**config.mk**
```make
export PLATFORM = sky130hd
export DESIGN_NAME = demux_1x8_sched
export DESIGN_NICKNAME = d
export VERILOG_FILES = /design/src/rtl/demux_1x8_sched.sv
export SDC_FILE = /design/constraint.sdc
export NUM_CORES = 1
export LEC_CHECK = 0
export ABC_AREA = 0
export BUFFER_PORTS_ARGS = -buffer_cell sky130_fd_sc_hd__buf_4
export CAP_MARGIN = 15
export CELL_PAD_IN_SITES_DETAIL_PLACEMENT = 1
export CELL_PAD_IN_SITES_GLOBAL_PLACEMENT = 2
export CORE_ASPECT_RATIO = 0.6
export CORE_MARGIN = 4
export CORE_UTILIZATION = 37
export DETAILED_ROUTE_END_ITERATION = 16
export PLACE_DENSITY = 0.79
export SLEW_MARGIN = 10
export SYNTH_ARGS = -nofsm -noshare
export SYNTH_HDL_FRONTEND = slang
export SYNTH_SLANG_ARGS = --single-unit
```
**constraint.sdc**
```tcl
create_clock -name clk -period 4.6 [get_ports clk]
set_input_delay 0.23 -clock clk [delete_from_list [all_inputs] [get_ports clk]]
set_output_delay 0.23 -clock clk [all_outputs]
set_load 0.01 [all_outputs]
```
**src/rtl/demux_1x8_sched.sv**
```systemverilog
// demux_1x8_sched: round-robin scheduler driving a 1-to-8 demux.
// One sink is granted at a time for up to BURST registered beats.
module demux_1x8_sched #(
    parameter int DW    = 1,
    parameter int BURST = 4
) (
    input  logic          clk,
    input  logic          rst_n,
    input  logic [DW-1:0] i,
    input  logic          i_valid,
    output logic          i_ready,
    input  logic [7:0]    req,
    output logic          s,
    output logic          s1,
    output logic          s2,
    output logic          en,
    output logic [DW-1:0] o,
    output logic [7:0]    gnt,
    output logic [7:0]    ack
);

    typedef enum logic [1:0] {
        IDLE,
        SETUP,
        XFER
    } state_t;

    state_t     state;
    logic [2:0] ptr;
    logic [2:0] sel;
    logic [2:0] pick;
    logic [2:0] idx;
    logic [3:0] cnt;
    logic       found;
    logic       sel_req;
    logic       last;

    assign sel     = {s2, s1, s};
    assign sel_req = req[sel];
    assign i_ready = (state == XFER) && sel_req;
    assign last    = (cnt + 4'd1) == 4'(BURST);

    // Round-robin search starting just past the last served sink
    always_comb begin
        pick  = ptr;
        found = 1'b0;
        idx   = '0;
        for (int k = 1; k <= 8; k++) begin
            idx = ptr + 3'(k);
            if (!found && req[idx]) begin
                pick  = idx;
                found = 1'b1;
            end
        end
    end

    // Arbitration, grant lifetime and beat forwarding
    always_ff @(posedge clk or negedge rst_n) begin
        if (!rst_n) begin
            state     <= IDLE;
            ptr       <= 3'd7;
            cnt       <= '0;
            {s2, s1, s} <= '0;
            en        <= 1'b0;
            gnt       <= '0;
            ack       <= '0;
            o         <= '0;
        end else begin
            ack <= '0;
            unique case (state)
                IDLE: begin
                    if (found) begin
                        {s2, s1, s} <= pick;
                        en    <= 1'b1;
                        gnt   <= 8'd1 << pick;
                        cnt   <= '0;
                        state <= SETUP;
                    end
                end
                SETUP: begin
                    if (sel_req) begin
                        state <= XFER;
                    end else begin
                        state <= IDLE;
                        en    <= 1'b0;
                        gnt   <= '0;
                    end
                end
                XFER: begin
                    if (!sel_req) begin
                        state <= IDLE;
                        en    <= 1'b0;
                        gnt   <= '0;
                        if (cnt != 4'd0) ptr <= sel;
                    end else if (i_valid) begin
                        o   <= i;
                        ack <= 8'd1 << sel;
                        cnt <= cnt + 4'd1;
                        if (last) begin
                            state <= IDLE;
                            ptr   <= sel;
                            en    <= 1'b0;
                            gnt   <= '0;
                        end
                    end
                end
                default: state <= IDLE;
            endcase
        end
    end

endmodule

```
---- Yosys cells after proc, flatten, opt, wreduce, memory -nomap -nowiden ----
Index checks and enable logic that the tools add are counted.
Widths: inputs -> output; s select.
operators by class
  multiplexer cells ....................... 63
  order comparisons ....................... 9
  shifts and indexed selects .............. 2
  reductions and logical operators ........ 26
  add/sub/neg operators ................... 8
  equal/unequal tests ..................... 11
operator list
  kind                 count
  $mux 8               8
  $lt 3x4->1 const B   9
  $mux 3               12
  $bmux 1 s3           9
  $pmux 8 s3           1
  $mux 1               22
  $shl 1x3->8 const A  2
  $add 3x3->3 const B  4
  $mux 4               3
  $mux 2               5
  $ne 2x2->1 const B   5
  $logic_and 1x1->1    8
  $pmux 4 s2           1
  $reduce_and 4->1     2
  $logic_not 1->1      7
  $add 3x2->3 const B  2
  $ne 3x3->1 const B   2
  $pmux 2 s3           1
  $reduce_and 3->1     2
  $reduce_and 5->1     1
  $add 4x1->4 const B  1
  $eq 4x3->1 const B   1
  $reduce_bool 2->1    2
  $reduce_bool 4->1    1
  other kinds (8)      8
word-level totals
  flip-flop bits (word level) ............. 30
  output and inout port bits .............. 22
  logic and storage cells ................. 129

---- Longest topological paths before layout ----
Gate-level depths: netlist of the first run.
  word-level depth ........................ 28
  gate-level depth with buffers ........... 14

---- Worst setup path after synthesis of the first run ----
Ideal clock, no wire load.
  path kind ............................... flip-flop to flip-flop
  start point ............................. register ptr[1]
  end point ............................... register s2
  arrival ................................. 3.381 ns
  cell stages (with the launch flop) ...... 11
  setup time .............................. 0.128 ns
  required time ........................... 4.472 ns
  path slack .............................. 1.091 ns
  period minus slack after synthesis ...... 3.509 ns
  cells stage by stage .................... dfstp_2 clkbuf_1 inv_1 ha_1 clkbuf_1 mux4_2 o2111ai_1 a41oi_1 nor4_1 nor3_4 mux2_1
between the ends
  longest elaborated chain between the ends .. 26
ends and longest elaborated chain
  item                               RTL line  source
  start: declaration                 29        logic [2:0] ptr;
  start signal: assignment           94        if (cnt != 4'd0) ptr <= sel;
  start signal: assignment           101       ptr <= sel;
  $add 3x1->3                        49        idx = ptr + 3'(k);
  $bmux 1 s3                         50        if (!found && req[idx]) begin
  $mux 1 (implied by the code)       50
  $mux 1                             50
  $logic_not 1->1                    50
  $logic_and 1x1->1                  50
  $mux 1                             50
  $logic_not 1->1                    50
  [... 10 more ...]                  -
  $mux 1                             50
  $logic_not 1->1                    50
  $logic_and 1x1->1                  50
  $mux 1                             50
  $logic_not 1->1                    50
  $logic_and 1x1->1                  50
  $mux 1                             50
  $reduce_and 2->1 (no source line)  -
  end signal: assignment             73        {s2, s1, s} <= pick;
  end: declaration                   15        output logic s2,
Several ways; a longest one is shown, not always the timed one. The select of a mux whose other input is x is not followed.
A chain may end at the register's enable or synchronous reset.

---- Worst setup path in the final report of the first run ----
  start point ............................. register ptr[1]
  end point ............................... register gnt[7]
between the ends
  longest elaborated chain between the ends .. 28
ends and longest elaborated chain
  item                          RTL line  source
  $add 3x1->3                   49
  $bmux 1 s3                    50
  $mux 1 (implied by the code)  50
  $mux 1                        50
  $logic_not 1->1               50
  $logic_and 1x1->1             50
  $mux 1                        50
  $logic_not 1->1               50
  [... 12 more ...]             -
  $logic_and 1x1->1             50
  $mux 1                        50
  $logic_not 1->1               50
  $logic_and 1x1->1             50
  $mux 3                        50
  $shl 1x3->8                   75        gnt <= 8'd1 << pick;
  $mux 8                        72        if (found) begin
  $pmux 8 s3                    70        unique case (state)
  end signal: assignment        75
  end: declaration              18        output logic [7:0] gnt,
Several ways; a longest one is shown, not always the timed one. The select of a mux whose other input is x is not followed.

==> impl_metrics.env, run 1 <==
export IMPL_max_vdd_ir_drop_v=0.000306
export IMPL_hold_end="o$_DFFE_PN0P_"
export IMPL_ios=34
export IMPL_synth_edf_count=0
export IMPL_ff2ff_setup_slack_ns=0.70
export IMPL_first_pass_iters=4
export IMPL_rr_startpoint="ptr[1]$_DFFE_PN1P_"
export IMPL_min_path_type="input pin to flip-flop"
export IMPL_syn_area_per_cell_um2=10.2
export IMPL_synthArstFlopShare_pct=100
export IMPL_post_cts_buffers=0
export IMPL_rsz0062_at_grt="no"
export IMPL_drc_errors=0
export IMPL_first_iter_violations=163
export IMPL_layout_commonest_cell="buf_4"
export IMPL_final_cell_mix="39 x buf_4, 30 x nand2_1, 27 x dfrtp_1"
export IMPL_drt_wl_total_um=7060
export IMPL_cts_sinks=30
export IMPL_setup_viol=0
export IMPL_cpPeakStageDelay_ns=0.74
export IMPL_row_count=22
export IMPL_antenna_found_initial=0
export IMPL_post_route_period_util_pct=84.8
export IMPL_synth_seq_cells=30
export IMPL_cts_htree_levels=2
export IMPL_clock_skew_ns=0.00417
export IMPL_grt_pass1_wl_um=11700
export IMPL_cts_tree="built"
export IMPL_critPathKind="flip-flop to flip-flop"
export IMPL_cp_data_required_time_ns=4.76
export IMPL_crit_chain="inv_1 -> ha_1 -> inv_1 -> mux4_2 -> nand4bb_1 -> buf_4 -> nor4_2 -> or3_1 -> nor3_1 -> a32o_1"
export IMPL_synthFlopType="dfrtp_1"
export IMPL_die_h_um=71.1
export IMPL_synthesis_nets=261
export IMPL_root_buffer="clkbuf_8"
export IMPL_cts_made_buffers=5
export IMPL_outcome="finished clean"
export IMPL_vias=2082
export IMPL_fin_tns_setup_ns=0
export IMPL_ys_types=54
export IMPL_maxSlewHeadroom_pct=51.4
export IMPL_clockBufferDepth=2
export IMPL_syn_area_um2=2460
export IMPL_place_area_um2=2770
export IMPL_leakage_uw=0.00117
export IMPL_diodes=0
export IMPL_dieWidth_um=113
export IMPL_coreArea_um2=6280
export IMPL_place_congestion=1.04
export IMPL_clk_latency_ns=0.27
export IMPL_worstHoldPathCells=2
export IMPL_grt_overflow=0
export IMPL_critPathMaxFanout=19
export IMPL_crit_path_frequent_cell="inv_1"
export IMPL_worstMarginPinSlew_ns=0.721
export IMPL_period_minus_slack_ns=3.90
export IMPL_crit_family="simple AND/OR/NAND/NOR gates"
export IMPL_via_per_inst=5.78
export IMPL_area_delta_synth_final_pct=16.9
export IMPL_worstRegToRegCells=10
export IMPL_final_cell_area_um2=2880
export IMPL_wl_per_cell_um=19.6
export IMPL_nets=295
export IMPL_critPathLaunch="ptr[1]$_DFFE_PN1P_"
export IMPL_initial_core_util_pct=39.2
export IMPL_hold_viol=0
export IMPL_dieArea_um2=8060
export IMPL_ant_nets=0
export IMPL_synth_seq_area_share_pct=30.7
export IMPL_drv_slew=0
export IMPL_grt_use_total_pct=18.4
export IMPL_dp_hpwl_um=5470
export IMPL_min_from="i"
export IMPL_cts_clk_slew_worst_paths_ns=0.06
export IMPL_drive_above_1_share_pct=30.1
export IMPL_critPathBufInv=3
export IMPL_yosys_warnings=0
export IMPL_critPathLaunchType="flip-flop"
export IMPL_timing_fmax_mhz=256
export IMPL_syn_inst=241
export IMPL_max_cap_violations=0
export IMPL_io_buffers=33
export IMPL_grt_max_degree=31
export IMPL_grt_pass1_vias=2033
export IMPL_crit_arrival_ns=4.06
export IMPL_p_per_area_nw_per_um2=612
export IMPL_slowest_stage="dfstp_2"
export IMPL_cp_end_kind="flip-flop"
export IMPL_rr_endpoint="gnt[7]$_DFFE_PN0P_"
## worst register-to-register path, stage by stage, from the launching register on
cell and delay [ns]:
dfstp_2 0.74, inv_1 0.21, ha_1 0.47, inv_1 0.21
mux4_2 0.55, nand4bb_1 0.27, buf_4 0.22, nor4_2 0.32
or3_1 0.43, nor3_1 0.10, a32o_1 0.28
## what timing repair did
item                                   4_1_cts  5_1_grt
endpoints found under the hold margin       27        0
gates resized for setup                      0        0
setup endpoints to repair                    0        0
hold buffers                                 1        0
## worst max path at each step
stage / end / slack (ns) / depth (start not counted)
after global placement: gnt[7]$_DFFE_PN0P_ / 0.92 / 10
after floorplan: s2$_DFFE_PN0P_ / 1.09 / 10
after CTS: gnt[7]$_DFFE_PN0P_ / 0.74 / 10
after global routing: gnt[7]$_DFFE_PN0P_ / 0.44 / 10
final: gnt[7]$_DFFE_PN0P_ / 0.70 / 10
after detailed placement: gnt[7]$_DFFE_PN0P_ / 0.77 / 10
## cell type report
cell class | count | area, um^2
well taps | 84 | 105
inverters | 12 | 45.0
multi-input cells | 186 | 1580
repair buffers | 40 | 303
clock buffers | 7 | 86.3
flip-flops and latches | 30 | 754
fillers | 720 | 3400
clock inverters | 1 | 5.00
## stage by stage
stage               utilization, %  hold WS [ns]  setup slack (ns)  std cells  total power (uW)
floorplan                        -       -0.0656              1.09        241              1220
global placement              44.2         0.186             0.922        351              1540
detailed placement            44.2         0.189             0.770        351              1530
CTS                           45.8         0.179             0.740        360              1760
global route                  45.8         0.180             0.443        360              1900
finish                        45.8         0.186             0.701        360              1760
## metal layers
metal | vias up | wire (um) | track usage (%) | part of all wire (%)
met4 | 0 | 0 | 1.87 | 0
met1 | 1027 | 3960 | 31.9 | 56
met3 | 0 | 507 | 4.79 | 7.2
li1 | 984 | - | - | -
met2 | 71 | 2590 | 22.3 | 37
met5 | - | 0 | 0 | 0
## power breakdown
| part | total (uW) | internal, uW | switching [uW] |
|---|---|---|---|
| Clock | 216 | 121 | 95.8 |
| Sequential | 443 | 333 | 110 |
| Combinational | 1100 | 477 | 623 |
| Total | 1760 | 931 | 829 |
## flip-flops by register name, indices dropped and copies added, names as in the netlist
register	cells
en	1
ack	8
s2	1
gnt	8
o	1
ptr	3
cnt	4
s	1
s1	1
state	2
## logic make-up (layout without fill, tap and decap cells)
logic type                 count (synthesis)  after routing  synth area share (%)
and+or+nand+nor                           81             81                  17.3
AOI/OAI and AO/OA                         52             52                  16.3
muxes                                     40             40                  24.3
DFF                                       30             30                  30.7
buffers and inverters                     25             60                  5.19
adders and majority gates                  8              8                  4.07
xor gates and xnor gates                   5              5                  2.09
## cells in the mapped netlist, types with 3 or more instances
| cell | number | area [um^2] |
|---|---|---|
| a21oi_1 | 7 | 35.0 |
| a22o_1 | 4 | 35.0 |
| a31oi_1 | 3 | 18.8 |
| buf_6 | 4 | 45.0 |
| clkbuf_1 | 8 | 30.0 |
| dfrtp_1 | 27 | 676 |
| dfstp_2 | 3 | 78.8 |
| ha_1 | 8 | 100 |
| inv_1 | 12 | 45.0 |
| mux2_2 | 9 | 101 |
| mux2i_1 | 14 | 140 |
| mux4_2 | 14 | 315 |
| nand2_1 | 30 | 113 |
| nand2b_1 | 3 | 18.8 |
| nand3_1 | 6 | 30.0 |
| nand3b_1 | 4 | 30.0 |
| nor2_1 | 11 | 41.3 |
| nor3_1 | 8 | 40.0 |
| nor4_1 | 6 | 37.5 |
| o21ai_0 | 8 | 40.0 |
| o31ai_1 | 5 | 37.5 |
| xnor2_1 | 4 | 35.0 |
Power figures use the tool's default switching activity.
==> inputs of run 2 (changes only) <==
--- a/config.mk
+++ b/config.mk
@@ -5,14 +5,14 @@
 export SDC_FILE = /design/constraint.sdc
 export NUM_CORES = 1
 export LEC_CHECK = 0
-export ABC_AREA = 0
+export ABC_AREA = 1
 export BUFFER_PORTS_ARGS = -buffer_cell sky130_fd_sc_hd__buf_4
 export CAP_MARGIN = 15
 export CELL_PAD_IN_SITES_DETAIL_PLACEMENT = 1
 export CELL_PAD_IN_SITES_GLOBAL_PLACEMENT = 2
 export CORE_ASPECT_RATIO = 0.6
 export CORE_MARGIN = 4
-export CORE_UTILIZATION = 37
+export CORE_UTILIZATION = 32
 export DETAILED_ROUTE_END_ITERATION = 16
 export PLACE_DENSITY = 0.79
 export SLEW_MARGIN = 10
==> constraint.sdc (replaced) <==
create_clock -name clk -period 3.9 [get_ports clk]
set_input_delay 0.195 -clock clk [delete_from_list [all_inputs] [get_ports clk]]
set_output_delay 0.195 -clock clk [all_outputs]
set_load 0.01 [all_outputs]
==> run 2 against run 1 <==
Cell area decreased by 5.9%. Utilization decreased by 5.6 points. Largest cell class unchanged. Total power increased by 56%. Critical endpoint is now gnt[6]$_DFFE_PN0P_. Flip-flop and latch count unchanged. Global-route usage decreased by 0.71 points. Hold slack got worse by 0.071 ns. Final cell count increased by 22%. Critical path type unchanged. Wire length decreased by 3.3%.
==> impl_metrics.env, run 2 <==
export IMPL_outcome="finished clean"
export IMPL_place_area_um2=2550
export IMPL_maxSlewHeadroom_pct=67.0
export IMPL_critPathLaunchType="flip-flop"
export IMPL_dieWidth_um=116
export IMPL_grt_pass1_wl_um=11400
export IMPL_yosys_warnings=0
export IMPL_syn_area_per_cell_um2=7.06
export IMPL_critPathKind="flip-flop to flip-flop"
export IMPL_nets=372
export IMPL_clock_skew_ns=0.00401
export IMPL_initial_core_util_pct=33.3
export IMPL_setup_viol=0
export IMPL_io_buffers=33
export IMPL_synthesis_nets=338
export IMPL_p_per_area_nw_per_um2=1010
export IMPL_synth_seq_cells=30
export IMPL_final_cell_mix="109 x nand2_1, 41 x inv_1, 38 x nand3_1"
export IMPL_drc_errors=0
export IMPL_wl_per_cell_um=15.5
export IMPL_cts_tree="built"
export IMPL_min_path_type="input pin to flip-flop"
export IMPL_diodes=0
export IMPL_ant_nets=0
export IMPL_worstMarginPinSlew_ns=0.493
export IMPL_period_minus_slack_ns=3.05
export IMPL_rr_startpoint="ptr[0]$_DFFE_PN1P_"
export IMPL_grt_use_total_pct=17.7
export IMPL_vias=2099
export IMPL_layout_commonest_cell="nand2_1"
export IMPL_ff2ff_setup_slack_ns=0.85
export IMPL_cp_end_kind="flip-flop"
export IMPL_die_h_um=72.9
export IMPL_dieArea_um2=8460
export IMPL_cts_sinks=30
export IMPL_critPathLaunch="ptr[0]$_DFFE_PN1P_"
export IMPL_fillCellCount=860
export IMPL_post_cts_buffers=0
export IMPL_setup_ws_ns=0.850
export IMPL_critPathMaxFanout=13
export IMPL_seq_area_um2=754
export IMPL_cts_resized=0
export IMPL_grt_overflow=0
export IMPL_synthArstFlopShare_pct=100
export IMPL_via_per_inst=4.77
export IMPL_area_delta_synth_final_pct=20.5
export IMPL_drv_slew=0
export IMPL_min_from="i"
export IMPL_synth_area_leaders="dfrtp_1 30%, nand2_1 18%, nand3_1 8.5%"
export IMPL_timing_fmax_mhz=328
export IMPL_power_uw=2750
export IMPL_crit_arrival_ns=3.22
export IMPL_multi_input_area_um2=1250
export IMPL_hold_viol=0
export IMPL_synthTopCellsByCount="109 x nand2_1, 41 x inv_1, 38 x nand3_1, 27 x dfrtp_1, 17 x nor2_1"
export IMPL_synth_seq_area_share_pct=33.6
export IMPL_worstRegToRegCells=18
export IMPL_rr_endpoint="gnt[6]$_DFFE_PN0P_"
export IMPL_root_buffer="clkbuf_16"
export IMPL_grt_max_degree=31
export IMPL_dp_hpwl_um=5620
export IMPL_ys_types=33
export IMPL_first_iter_violations=100
export IMPL_cp_data_required_time_ns=4.07
export IMPL_place_ws_ns=0.859
export IMPL_syn_area_um2=2240
export IMPL_antenna_found_initial=0
export IMPL_grt_pass1_vias=2128
export IMPL_leakage_uw=0.00149
export IMPL_yosysMostFrequentCell="nand2_1"
export IMPL_drive_above_1_share_pct=21.8
export IMPL_rsz0062_at_grt="no"
export IMPL_max_cap_violations=0
export IMPL_synth_edf_count=0
export IMPL_clockBufferDepth=2
export IMPL_max_vdd_ir_drop_v=0.000280
export IMPL_hold_end="o$_DFFE_PN0P_"
export IMPL_cts_clk_slew_worst_paths_ns=0.05
export IMPL_worstHoldPathCells=3
export IMPL_cts_made_buffers=5
export IMPL_hold_worst_slack_ns=0.115
export IMPL_reg_largest_list="ack x8, gnt x8, cnt x4"
export IMPL_yosys_area_top_type="dfrtp_1"
export IMPL_cts_htree_levels=2
export IMPL_final_cell_area_um2=2710
export IMPL_place_congestion=0.861
export IMPL_synthFlopType="dfrtp_1"
export IMPL_syn_inst=318
export IMPL_post_route_period_util_pct=78.2
export IMPL_clk_latency_ns=0.28
export IMPL_first_pass_iters=4
export IMPL_row_count=23
export IMPL_coreArea_um2=6730
export IMPL_drt_wl_total_um=6830
export IMPL_synth_top_cell_area_share_pct=30.1
export IMPL_cts_hold_buf=1
export IMPL_ios=34
export IMPL_fin_tns_setup_ns=0
## run 2: cell count changes after synthesis, sizes merged, moves of 7 or more
cell and change:
inv +37, a21oi -7, nand2 +91, mux4 -14, mux2i -14, nor3 -7
nor4 -7, mux2 -12, nand3 +37, nor2 +9, clkbuf -7
## run 2: kinds of logic after synthesis
family / after synthesis / share of synthesized area [%]
xor gates and xnor gates: 4 / 1.90
buffers and inverters: 57 / 10.9
DFF: 30 / 33.6
adders and majority gates: 8 / 4.46
and+or+nand+nor: 194 / 42.7
AOI/OAI and AO/OA: 25 / 6.47
## run 2: routing by layer
layer	part of all wire [%]	routed length [um]	track usage [%]
met4	0.37	25	2.83
met2	35	2360	21.7
met3	8.3	569	5.39
met5	0	0	0
met1	57	3870	29.5
## run 2: final cells by class
type | instances | share of cell area (%)
well taps | 87 | 4.02
inverters | 50 | 7.03
clock inverters | 1 | 0.185
clock buffers | 7 | 5.27
flip-flops and latches | 30 | 27.9
multi-input cells | 231 | 46.1
repair buffers | 34 | 9.53
## run 2: how the worst max path moves through the flow
stage | end | slack (ns) | depth (start not counted)
2_1_floorplan | gnt[0]$_DFFE_PN0P_ | 1.38 | 17
6_report | gnt[6]$_DFFE_PN0P_ | 0.85 | 18
3_5_place_dp | gnt[6]$_DFFE_PN0P_ | 0.86 | 18
3_3_place_gp | gnt[6]$_DFFE_PN0P_ | 0.91 | 18
5_1_grt | gnt[6]$_DFFE_PN0P_ | 0.49 | 19
4_1_cts | gnt[6]$_DFFE_PN0P_ | 0.85 | 18
## run 2: report_power, final
group          switching, uW  internal, uW  total (uW)
logic                   1300           562        1860
registers                101           393         494
clock network            138           253         391
## run 2: through the flow
| step | utilization, % | cells |
|---|---|---|
| after global placement | 37.8 | 431 |
| after detailed placement | 37.8 | 431 |
| after global routing | 40.2 | 440 |
| final | 40.2 | 440 |
| after floorplan | - | 318 |
| after CTS | 40.2 | 440 |
## run 2: worst max-delay path, stage by stage, from the launching register on
cell and delay, ns:
dfstp_2 0.68, inv_2 0.18, ha_1 0.44, inv_1 0.18, nand3_1 0.16, nand3_2 0.13
nand2_4 0.10, nor2_8 0.16, nand2_1 0.11, o21ai_1 0.18, nand2_1 0.07, nand2_1 0.06
nand2_1 0.05, nand2_1 0.14, inv_2 0.06, nand2_1 0.09, inv_1 0.05, nand2_1 0.08
nand2_1 0.05
